--- src/rtl/right_shift_unit_pkg.sv ---
// Shared encodings and default sizes for the iterative right shifter.
// Rotate decode is present only when RIGHT_SHIFT_ROTATE_EN is defined.
package right_shift_unit_pkg;

  localparam int DEFAULT_WIDTH   = 32;
  localparam int DEFAULT_SHAMT_W = 5;

  typedef enum logic [1:0] {
    OP_SRL  = 2'b00,
    OP_SRA  = 2'b01,
    OP_ROTR = 2'b10,
    OP_RSVD = 2'b11
  } op_e;

  typedef enum logic [1:0] {
    ST_IDLE  = 2'b00,
    ST_SHIFT = 2'b01,
    ST_DONE  = 2'b10
  } state_e;

endpackage

--- src/rtl/right_shift_unit_if.sv ---
// Request/result bundle between the multi-cycle controller (master)
// and the right shift unit (slave).
interface right_shift_unit_if
  import right_shift_unit_pkg::*;
#(
  parameter int WIDTH   = DEFAULT_WIDTH,
  parameter int SHAMT_W = DEFAULT_SHAMT_W
);

  logic               start;
  logic [1:0]         op;
  logic [WIDTH-1:0]   data_in;
  logic [SHAMT_W-1:0] shamt;
  logic               busy;
  logic               done;
  logic [WIDTH-1:0]   result;

  modport master (
    output start, op, data_in, shamt,
    input  busy, done, result
  );

  modport slave (
    input  start, op, data_in, shamt,
    output busy, done, result
  );

endinterface

--- src/rtl/right_shift_unit_step.sv ---
// Combinational one-position right step; the incoming MSB is chosen by op.
// Rotate fill (bit 0 wraps to the MSB) exists only with RIGHT_SHIFT_ROTATE_EN.
module right_shift_step
  import right_shift_unit_pkg::*;
#(
  parameter int WIDTH = DEFAULT_WIDTH
) (
  input  logic [WIDTH-1:0] value,
  input  op_e              op,
  output logic [WIDTH-1:0] shifted
);

  logic fill;

  // Reserved and (without rotate support) ROTR encodings fall back to SRL.
  always_comb begin
    fill = 1'b0;
    case (op)
      OP_SRA:  fill = value[WIDTH-1];
`ifdef RIGHT_SHIFT_ROTATE_EN
      OP_ROTR: fill = value[0];
`endif
      default: fill = 1'b0;
    endcase
  end

  assign shifted = WIDTH'({fill, value} >> 1);

endmodule

--- src/rtl/right_shift_unit.sv ---
// Iterative right shifter (SRL/SRA, optional ROTR under RIGHT_SHIFT_ROTATE_EN),
// one bit position per clock; done pulses for one cycle when result is valid.
module right_shift_unit
  import right_shift_unit_pkg::*;
#(
  parameter int WIDTH   = DEFAULT_WIDTH,
  parameter int SHAMT_W = DEFAULT_SHAMT_W
) (
  input  logic              clk,
  input  logic              rst,
  right_shift_unit_if.slave bus
);

  state_e             state_q, state_d;
  logic [WIDTH-1:0]   sreg_q, sreg_d;
  logic [WIDTH-1:0]   result_q, result_d;
  logic [SHAMT_W-1:0] cnt_q, cnt_d;
  op_e                op_q, op_d;
  logic               done_q, done_d;
  logic [WIDTH-1:0]   step_value;

  right_shift_step #(
    .WIDTH (WIDTH)
  ) u_step (
    .value   (sreg_q),
    .op      (op_q),
    .shifted (step_value)
  );

  always_ff @(posedge clk) begin
    if (rst) begin
      state_q  <= ST_IDLE;
      sreg_q   <= '0;
      result_q <= '0;
      cnt_q    <= '0;
      op_q     <= OP_SRL;
      done_q   <= 1'b0;
    end else begin
      state_q  <= state_d;
      sreg_q   <= sreg_d;
      result_q <= result_d;
      cnt_q    <= cnt_d;
      op_q     <= op_d;
      done_q   <= done_d;
    end
  end

  // The count is checked before shifting, so shamt=0 finishes one edge after start.
  always_comb begin
    state_d  = state_q;
    sreg_d   = sreg_q;
    result_d = result_q;
    cnt_d    = cnt_q;
    op_d     = op_q;
    done_d   = 1'b0;
    case (state_q)
      ST_IDLE: begin
        if (bus.start) begin
          sreg_d  = bus.data_in;
          cnt_d   = bus.shamt;
          op_d    = op_e'(bus.op);
          state_d = ST_SHIFT;
        end
      end
      ST_SHIFT: begin
        if (cnt_q == '0) begin
          result_d = sreg_q;
          done_d   = 1'b1;
          state_d  = ST_DONE;
        end else begin
          sreg_d = step_value;
          cnt_d  = cnt_q - SHAMT_W'(1);
        end
      end
      ST_DONE: begin
        state_d = ST_IDLE;
      end
      default: begin
        state_d = ST_IDLE;
      end
    endcase
  end

  always_comb begin
    bus.busy   = (state_q != ST_IDLE);
    bus.done   = done_q;
    bus.result = result_q;
  end

endmodule

--- src/flat_wrapper.sv ---
// flat-port wrapper written by rule: the top's interface ports become plain ports
module right_shift_unit_flat import right_shift_unit_pkg::*;
#(
  parameter int WIDTH   = DEFAULT_WIDTH,
  parameter int SHAMT_W = DEFAULT_SHAMT_W
)
  (clk, rst, bus_start, bus_op, bus_data_in, bus_shamt, bus_busy, bus_done, bus_result);
  right_shift_unit_if #(.WIDTH(WIDTH), .SHAMT_W(SHAMT_W)) bus_i ();
  input  logic clk;
  input  logic rst;
  input wire logic [$bits(bus_i.start)-1:0] bus_start;
  input wire logic [$bits(bus_i.op)-1:0] bus_op;
  input wire logic [$bits(bus_i.data_in)-1:0] bus_data_in;
  input wire logic [$bits(bus_i.shamt)-1:0] bus_shamt;
  output wire logic [$bits(bus_i.busy)-1:0] bus_busy;
  output wire logic [$bits(bus_i.done)-1:0] bus_done;
  output wire logic [$bits(bus_i.result)-1:0] bus_result;
  assign bus_i.start = bus_start;
  assign bus_i.op = bus_op;
  assign bus_i.data_in = bus_data_in;
  assign bus_i.shamt = bus_shamt;
  assign bus_busy = bus_i.busy;
  assign bus_done = bus_i.done;
  assign bus_result = bus_i.result;
  right_shift_unit #(.WIDTH(WIDTH), .SHAMT_W(SHAMT_W)) u_core (.clk(clk), .rst(rst), .bus(bus_i));
endmodule
--- config.mk ---
export PLATFORM = sky130hd
export DESIGN_NAME = right_shift_unit_flat
export DESIGN_NICKNAME = d
export VERILOG_FILES = /design/src/rtl/right_shift_unit_pkg.sv /design/src/rtl/right_shift_unit_if.sv /design/src/rtl/right_shift_unit_step.sv /design/src/rtl/right_shift_unit.sv /design/src/flat_wrapper.sv
export SDC_FILE = /design/constraint.sdc
export NUM_CORES = 1
export LEC_CHECK = 0
export BUFFER_PORTS_ARGS = -buffer_cell sky130_fd_sc_hd__buf_2
export CELL_PAD_IN_SITES_DETAIL_PLACEMENT = 0
export CELL_PAD_IN_SITES_GLOBAL_PLACEMENT = 1
export CORE_ASPECT_RATIO = 2
export CORE_MARGIN = 2
export CORE_UTILIZATION = 41
export CTS_BUF_LIST = sky130_fd_sc_hd__clkbuf_8
export DETAILED_ROUTE_END_ITERATION = 7
export PLACE_DENSITY_LB_ADDON = 0.1
export REMOVE_ABC_BUFFERS = 1
export SLEW_MARGIN = 30
export SYNTH_ARGS = -nofsm -noshare
export SYNTH_HDL_FRONTEND = slang
export SYNTH_SLANG_ARGS = --single-unit
--- constraint.sdc ---
create_clock -name clk -period 2.7 [get_ports clk]
set_clock_uncertainty 0.2 [all_clocks]
set_input_delay 0.54 -clock clk [delete_from_list [all_inputs] [get_ports clk]]
set_output_delay 0.54 -clock clk [all_outputs]
set_load 0.05 [all_outputs]
==> results.sh, run 1 <==
export IMPL_critical_path_startpoint_type="flip-flop"
export IMPL_drc=0
export IMPL_min_path_type="in2reg"
export IMPL_netlist_area_um2=3090
export IMPL_overflow=0
export IMPL_crit_slowest_cell="or3b_1"
export IMPL_ys_seq_area_share_pct=48.0
export IMPL_syn_inst=339
export IMPL_cts_tree="done"
export IMPL_clock_root_buffer="clkbuf_8"
export IMPL_cts_sinks=74
export IMPL_arrival_ns=2.25
export IMPL_grt_pass1_vias=2517
export IMPL_die_w_um=65.3
export IMPL_yosysTopAreaCell="dfxtp_1"
export IMPL_r2r_start="u_core.cnt_q[0]$_SDFFE_PP0P_"
export IMPL_rsz0062_at_grt="no"
export IMPL_start_util_pct=42.5
export IMPL_report_final_slew_viol_count=0
export IMPL_grt_pass1_wl_um=11700
export IMPL_maxCapViolCount=0
export IMPL_max_freq_ghz=0.449
export IMPL_crit_chain="inv_1, ha_1, or3b_1, o31a_2, buf_12, nor2_1, a211oi_2"
export IMPL_clk_latency_ns=0.35
export IMPL_cp_startpoint="u_core.cnt_q[0]$_SDFFE_PP0P_"
export IMPL_drive_gt1_share_pct=30.6
export IMPL_ir_worst_vdd_v=0.000438
export IMPL_fillers=746
export IMPL_finalCritPeriodShare_pct=82.5
export IMPL_vias_per_cell=5.07
export IMPL_synth_area_leaders="dfxtp_1 48%, mux2i_1 10%, a211oi_2 8.1%"
export IMPL_cp_slowest_stage_delay_ns=0.42
export IMPL_period_needed_ns=2.23
export IMPL_regArea_um2=1480
export IMPL_portBuffers=75
export IMPL_dpl_hpwl_um=4850
export IMPL_postSynth_asyncResetShare_pct=0
export IMPL_vias=2557
export IMPL_dp_cells=488
export IMPL_io_pins=76
export IMPL_path_clk_slew_ns=0.08
export IMPL_ctsResizeCount=0
export IMPL_firstDrtPassIters=4
export IMPL_post_cts_buffers=0
export IMPL_cts_htree_levels=3
export IMPL_coreArea_um2=7270
export IMPL_synth_edf_count=0
export IMPL_outcome="finished clean"
export IMPL_gp_congestion=0.700
export IMPL_final_cells=504
export IMPL_wl_per_cell_um=13.9
export IMPL_criticalPathCategory="reg2reg"
export IMPL_worst_setup_path_end_kind="flip-flop"
export IMPL_leakagePower_nw=1.66
export IMPL_drt_first_iter_violations=152
export IMPL_diodes=0
export IMPL_ys_warnings_count=0
export IMPL_min_from="bus_data_in[31]"
export IMPL_numCtsBuffers=9
export IMPL_ys_ff_latch=74
export IMPL_finalSetupTns_ns=0
export IMPL_required_ns=2.72
export IMPL_cts_path_max_buffers=2
export IMPL_tightest_slew_ns=0.493
export IMPL_multi_input_area_um2=1460
export IMPL_grt_max_degree=64
export IMPL_cts_hold_buffers=0
export IMPL_hold_viol=0
export IMPL_crit_fanout=63
export IMPL_nNetsFinal=450
export IMPL_track_usage_pct=18.5
export IMPL_syn_avg_cell_area_um2=9.10
export IMPL_antenna_found_initial=0
export IMPL_area_growth_pct=21.0
export IMPL_relSlewSlack_pct=67.0
export IMPL_power_density_nw_per_um2=774
export IMPL_drt_wl_total_um=6980
export IMPL_ys_flop_type="dfxtp_1"
export IMPL_die_h_um=127
export IMPL_final_antenna_net_count=0
export IMPL_die_area_um2=8280
export IMPL_synth_cell_types=30
export IMPL_num_rows=44
export IMPL_netlist_area_leader_share_pct=48.0
export IMPL_setup_viol=0
-- routing by layer --
metal	GRT usage, %	share of wire [%]	vias to the layer above
met4	8.58	2.0	0
met1	21.5	42	1191
li1	-	-	1299
met5	0	0	-
met2	31.0	53	55
met3	4.96	3.8	12
-- stage by stage --
step / worst slack [ns] / total power [mW] / utilization (%) / hold WS, ns / cell area [µm²]
floorplan: -1.35 / 1.88 / - / 0.226 / 2950
CTS: 0.489 / 2.92 / 51.4 / 0.214 / 3730
global placement: 0.549 / 2.09 / 48.9 / 0.239 / 3550
global route: 0.337 / 3.07 / 51.4 / 0.223 / 3730
detailed placement: 0.506 / 2.11 / 48.9 / 0.245 / 3550
finish: 0.472 / 2.89 / 51.4 / 0.228 / 3730
-- sequential cells by signal, summed over array words and instances, names as in the netlist --
register / count
u_core.state_q: 2
u_core.bus.done: 1
u_core.bus.result: 32
u_core.cnt_q: 5
u_core.sreg_q: 32
u_core.op_q: 2
-- path summary, 6_finish.rpt --
| check | to | slack, ns | depth (start not counted) |
|---|---|---|---|
| setup reg to reg | u_core.sreg_q[16]$_SDFFE_PP0P_ | 0.47 | 7 |
| setup / recovery | u_core.sreg_q[16]$_SDFFE_PP0P_ | 0.47 | 7 |
| hold reg to reg | u_core.bus.result[28]$_SDFFE_PP0P_ | 0.25 | 2 |
| hold / removal | u_core.sreg_q[31]$_SDFFE_PP0P_ | 0.23 | 3 |
-- kinds of logic (layout without fill, tap and decap cells) --
kind of cell	Yosys count	in the layout	synth area share (%)
AND/OR/NAND/NOR	119	119	15.9
AO/OA/AOI/OAI	81	81	19.8
flip-flops	74	74	48.0
multiplexers	33	33	10.7
buffers and inverters	30	103	4.91
adder cells (fa/ha/maj)	1	1	0.405
XOR/XNOR	1	1	0.284
-- layout make-up --
| class | instances | share of cell area, % |
|---|---|---|
| Sequential cell | 74 | 39.7 |
| Multi-Input combinational cell | 235 | 39.2 |
| Timing Repair Buffer | 84 | 12.9 |
| Clock buffer | 9 | 3.32 |
| Tap cell | 92 | 3.08 |
| Clock inverter | 7 | 1.61 |
| Inverter | 3 | 0.302 |
-- Yosys cell counts, types with 2 or more instances --
cell       n
dfxtp_1   74
nand2_1   66
nor2_1    39
a21oi_1   38
mux2i_1   32
a211oi_2  20
a211oi_1  13
buf_2     13
clkbuf_1  10
nand2b_1   4
o21ai_0    4
buf_6      3
inv_1      3
nor3_1     2
nor3b_1    2
o31a_1     2
-- cells in the final DEF, fill, tap and decap left out, types with 2 or more instances in the layout --
cell type and instances:
inv_1 3, buf_2 75, buf_4 6, o21ai_0 4, mux2i_1 32, dfxtp_1 74, buf_12 3, nand2_1 66
nand2b_1 3, clkbuf_8 9, a211oi_2 20, a21oi_1 38, a211oi_1 13, nor2_1 39, nor3b_1 2, clkinv_2 6
nor3_1 2
-- critical path: cells and delay by family (launching register included) --
family	cells	cell delay, ns
compound gates	2	0.48
fa+ha+maj	1	0.19
buf+inv	2	0.29
flops	1	0.33
simple gates	2	0.58
-- report_power, final --
part           internal, mW  switching (mW)
registers              1.23          0.0935
clock network         0.417           0.403
logic                 0.286           0.466
No activity file was read; power rests on OpenSTA's default activity.
==> run 2: changes to the inputs <==
--- a/config.mk
+++ b/config.mk
@@ -5,12 +5,13 @@
 export SDC_FILE = /design/constraint.sdc
 export NUM_CORES = 1
 export LEC_CHECK = 0
+export ABC_AREA = 1
 export BUFFER_PORTS_ARGS = -buffer_cell sky130_fd_sc_hd__buf_2
 export CELL_PAD_IN_SITES_DETAIL_PLACEMENT = 0
 export CELL_PAD_IN_SITES_GLOBAL_PLACEMENT = 1
 export CORE_ASPECT_RATIO = 2
 export CORE_MARGIN = 2
-export CORE_UTILIZATION = 41
+export CORE_UTILIZATION = 35
 export CTS_BUF_LIST = sky130_fd_sc_hd__clkbuf_8
 export DETAILED_ROUTE_END_ITERATION = 7
 export PLACE_DENSITY_LB_ADDON = 0.1
==> constraint.sdc (replaced) <==
create_clock -name clk -period 2 [get_ports clk]
set_clock_uncertainty 0.2 [all_clocks]
set_input_delay 0.4 -clock clk [delete_from_list [all_inputs] [get_ports clk]]
set_output_delay 0.4 -clock clk [all_outputs]
set_load 0.05 [all_outputs]
==> run 2 against run 1 <==
Compared with the run above:
- area after synthesis grew 0.24%
- core utilization down 8.2 points
- power up 32%
- final cell count increased by 18%
==> results.sh, run 2 <==
export IMPL_postSynth_asyncResetShare_pct=0
export IMPL_grt_max_degree=47
export IMPL_maxCapViolCount=0
export IMPL_critical_path_startpoint_type="flip-flop"
export IMPL_syn_inst=425
export IMPL_switchingPower_mw=1.27
export IMPL_mostFrequentLayoutCell="nor2_1"
export IMPL_comb_power_share_pct=24.0
export IMPL_wl_per_cell_um=13.0
export IMPL_cts_htree_levels=3
export IMPL_drive_gt1_share_pct=21.7
export IMPL_cts_sinks=74
export IMPL_report_final_slew_viol_count=0
export IMPL_ys_warnings_count=0
export IMPL_r2r_end="u_core.sreg_q[3]$_SDFFE_PP0P_"
export IMPL_drt_wl_total_um=7750
export IMPL_synth_cell_types=21
export IMPL_min_path_type="in2reg"
export IMPL_synth_area_leaders="dfxtp_1 48%, o21ai_0 11%, nor2_1 9.6%"
export IMPL_power_density_nw_per_um2=1030
export IMPL_ir_worst_vdd_v=0.000462
export IMPL_syn_avg_cell_area_um2=7.28
export IMPL_leakagePower_nw=1.76
export IMPL_required_ns=2.05
export IMPL_portBuffers=75
export IMPL_outcome="finished clean"
export IMPL_gp_congestion=0.770
export IMPL_io_pins=76
export IMPL_arrival_ns=1.80
export IMPL_grt_pass1_vias=2684
export IMPL_final_area_um2=3710
export IMPL_track_usage_pct=16.9
export IMPL_sw_frac_of_total_pct=33.1
export IMPL_vias=2810
export IMPL_grt_pass1_wl_um=12600
export IMPL_max_freq_ghz=0.569
export IMPL_p_clk_share_pct=30.6
export IMPL_ys_flop_type="dfxtp_1"
export IMPL_diodes=0
export IMPL_die_area_um2=9650
export IMPL_final_cells=597
export IMPL_synth_common_cells="79 x nor2_1, 74 x dfxtp_1, 67 x o21ai_0"
export IMPL_endpoint="u_core.sreg_q[3]$_SDFFE_PP0P_"
export IMPL_num_rows=48
export IMPL_yosysTopAreaCell="dfxtp_1"
export IMPL_cts_tree="done"
export IMPL_r2r_cells=8
export IMPL_cts_path_max_buffers=2
export IMPL_hold_viol=0
export IMPL_dpl_cell_area_um2=3500
export IMPL_overflow=0
export IMPL_r2r_start="u_core.cnt_q[0]$_SDFFE_PP0P_"
export IMPL_power_internal_mw=2.55
export IMPL_setup_viol=0
export IMPL_relSlewSlack_pct=74.7
export IMPL_path_clk_slew_ns=0.08
export IMPL_ys_ff_latch=74
export IMPL_period_needed_ns=1.76
export IMPL_hold_ws_ns=0.0839
export IMPL_numCtsBuffers=9
export IMPL_clk_latency_ns=0.35
export IMPL_pwr_share_seq_pct=45.4
export IMPL_regArea_um2=1480
export IMPL_finalCritPeriodShare_pct=87.9
export IMPL_rsz0062_at_grt="no"
export IMPL_ys_seq_area_share_pct=47.9
export IMPL_antenna_found_initial=0
export IMPL_synth_edf_count=0
export IMPL_setup_ws_ns=0.241
export IMPL_die_h_um=137
export IMPL_die_w_um=70.5
export IMPL_nNetsFinal=535
export IMPL_start_util_pct=36.0
export IMPL_dp_cells=581
export IMPL_worst_setup_path_end_kind="flip-flop"
export IMPL_drc=0
export IMPL_final_antenna_net_count=0
export IMPL_cp_startpoint="u_core.cnt_q[0]$_SDFFE_PP0P_"
export IMPL_netlist_area_leader_share_pct=47.9
export IMPL_area_growth_pct=19.9
export IMPL_r2r_slack_ns=0.24
export IMPL_drt_first_iter_violations=125
export IMPL_fillers=944
export IMPL_firstDrtPassIters=4
export IMPL_post_cts_buffers=0
export IMPL_dpl_hpwl_um=5210
export IMPL_coreArea_um2=8590
export IMPL_synth_most_common_cell="nor2_1"
export IMPL_vias_per_cell=4.71
export IMPL_netlist_area_um2=3090
export IMPL_layout_common_cells="79 x nor2_1, 75 x buf_2, 74 x dfxtp_1"
export IMPL_preCtsSetupSlack_ns=0.161
export IMPL_crit_fanout=18
export IMPL_clock_root_buffer="clkbuf_8"
export IMPL_criticalPathCategory="reg2reg"
export IMPL_multi_input_area_um2=1260
export IMPL_tightest_slew_ns=0.380
run 2: cell types whose count changed after synthesis, sizes merged, moves of 18 or more:
cell	before	now
nand2	66	48
a21oi	38	4
inv	3	47
o21ai	4	102
mux2i	32	0
a211oi	33	0
nor2	39	82
nand3	0	38
run 2: layout make-up:
class | count | share of cell area [%]
clock buffers | 11 | 4.08
clock inverters | 5 | 1.25
inverters | 47 | 5.03
multi-input cells | 277 | 33.9
flip-flops and latches | 74 | 40.0
well taps | 100 | 3.37
repair buffers | 83 | 12.4
run 2: through the flow:
stage | total power, mW | util [%] | setup TNS, ns
after floorplan | 2.39 | - | -8.55
after global placement | 2.69 | 40.8 | 0
after detailed placement | 2.70 | 40.8 | 0
after CTS | 3.89 | 43.1 | 0
after global routing | 4.09 | 43.2 | 0
final | 3.82 | 43.2 | 0
run 2: worst max-delay path: stages, from the launching register on:
cell and delay, ns:
dfxtp_1 0.32, inv_1 0.09, ha_1 0.23, nand3_2 0.12, nand2_1 0.09, nand2_2 0.13
buf_4 0.24, o21ai_0 0.18, nor2_1 0.05
run 2: worst min path at each step:
stage	slack, ns	depth (start not counted)	to	startpoint
2_1_floorplan	0.23	2	u_core.op_q[1]$_SDFFE_PP0P_	u_core.op_q[1]$_SDFFE_PP0P_
6_report	0.08	2	u_core.cnt_q[3]$_SDFFE_PP0P_	rst
3_5_place_dp	0.25	2	u_core.op_q[1]$_SDFFE_PP0P_	u_core.op_q[1]$_SDFFE_PP0P_
5_1_grt	0.07	2	u_core.cnt_q[3]$_SDFFE_PP0P_	rst
3_3_place_gp	0.24	2	u_core.op_q[1]$_SDFFE_PP0P_	u_core.op_q[1]$_SDFFE_PP0P_
4_1_cts	0.07	2	u_core.cnt_q[4]$_SDFFE_PP0P_	rst
run 2: power by group through the flow:
stage | Combinational [mW] | Clock [mW] | Sequential (mW)
after floorplan | 0.532 | 0 | 1.86
after global placement | 0.923 | 0 | 1.77
after detailed placement | 0.928 | 0 | 1.77
after CTS | 0.932 | 1.22 | 1.74
after global routing | 1.05 | 1.28 | 1.76
final | 0.916 | 1.17 | 1.74
run 2: cell families after synthesis:
| logic type | Yosys count | synth area share (%) |
|---|---|---|
| buf+inv | 74 | 11.6 |
| flops | 74 | 47.9 |
| fa+ha+maj | 1 | 0.404 |
| compound gates | 106 | 17.2 |
| simple gates | 170 | 23.0 |
run 2: layer usage:
| layer | track usage, % | routed length, µm | vias up | part of all wire, % |
|---|---|---|---|---|
| li1 | - | - | 1491 | - |
| met5 | 0 | 0 | - | 0 |
| met1 | 19.6 | 3290 | 1251 | 42 |
| met3 | 3.53 | 290 | 9 | 3.7 |
| met2 | 29.7 | 4040 | 59 | 52 |
| met4 | 7.37 | 130 | 0 | 1.7 |
run 2: repair_timing:
action,4_1_cts,5_1_grt
setup endpoints to repair,0,15
endpoints found under the hold margin,0,0
gates resized for setup,0,5
hold buffers,0,0
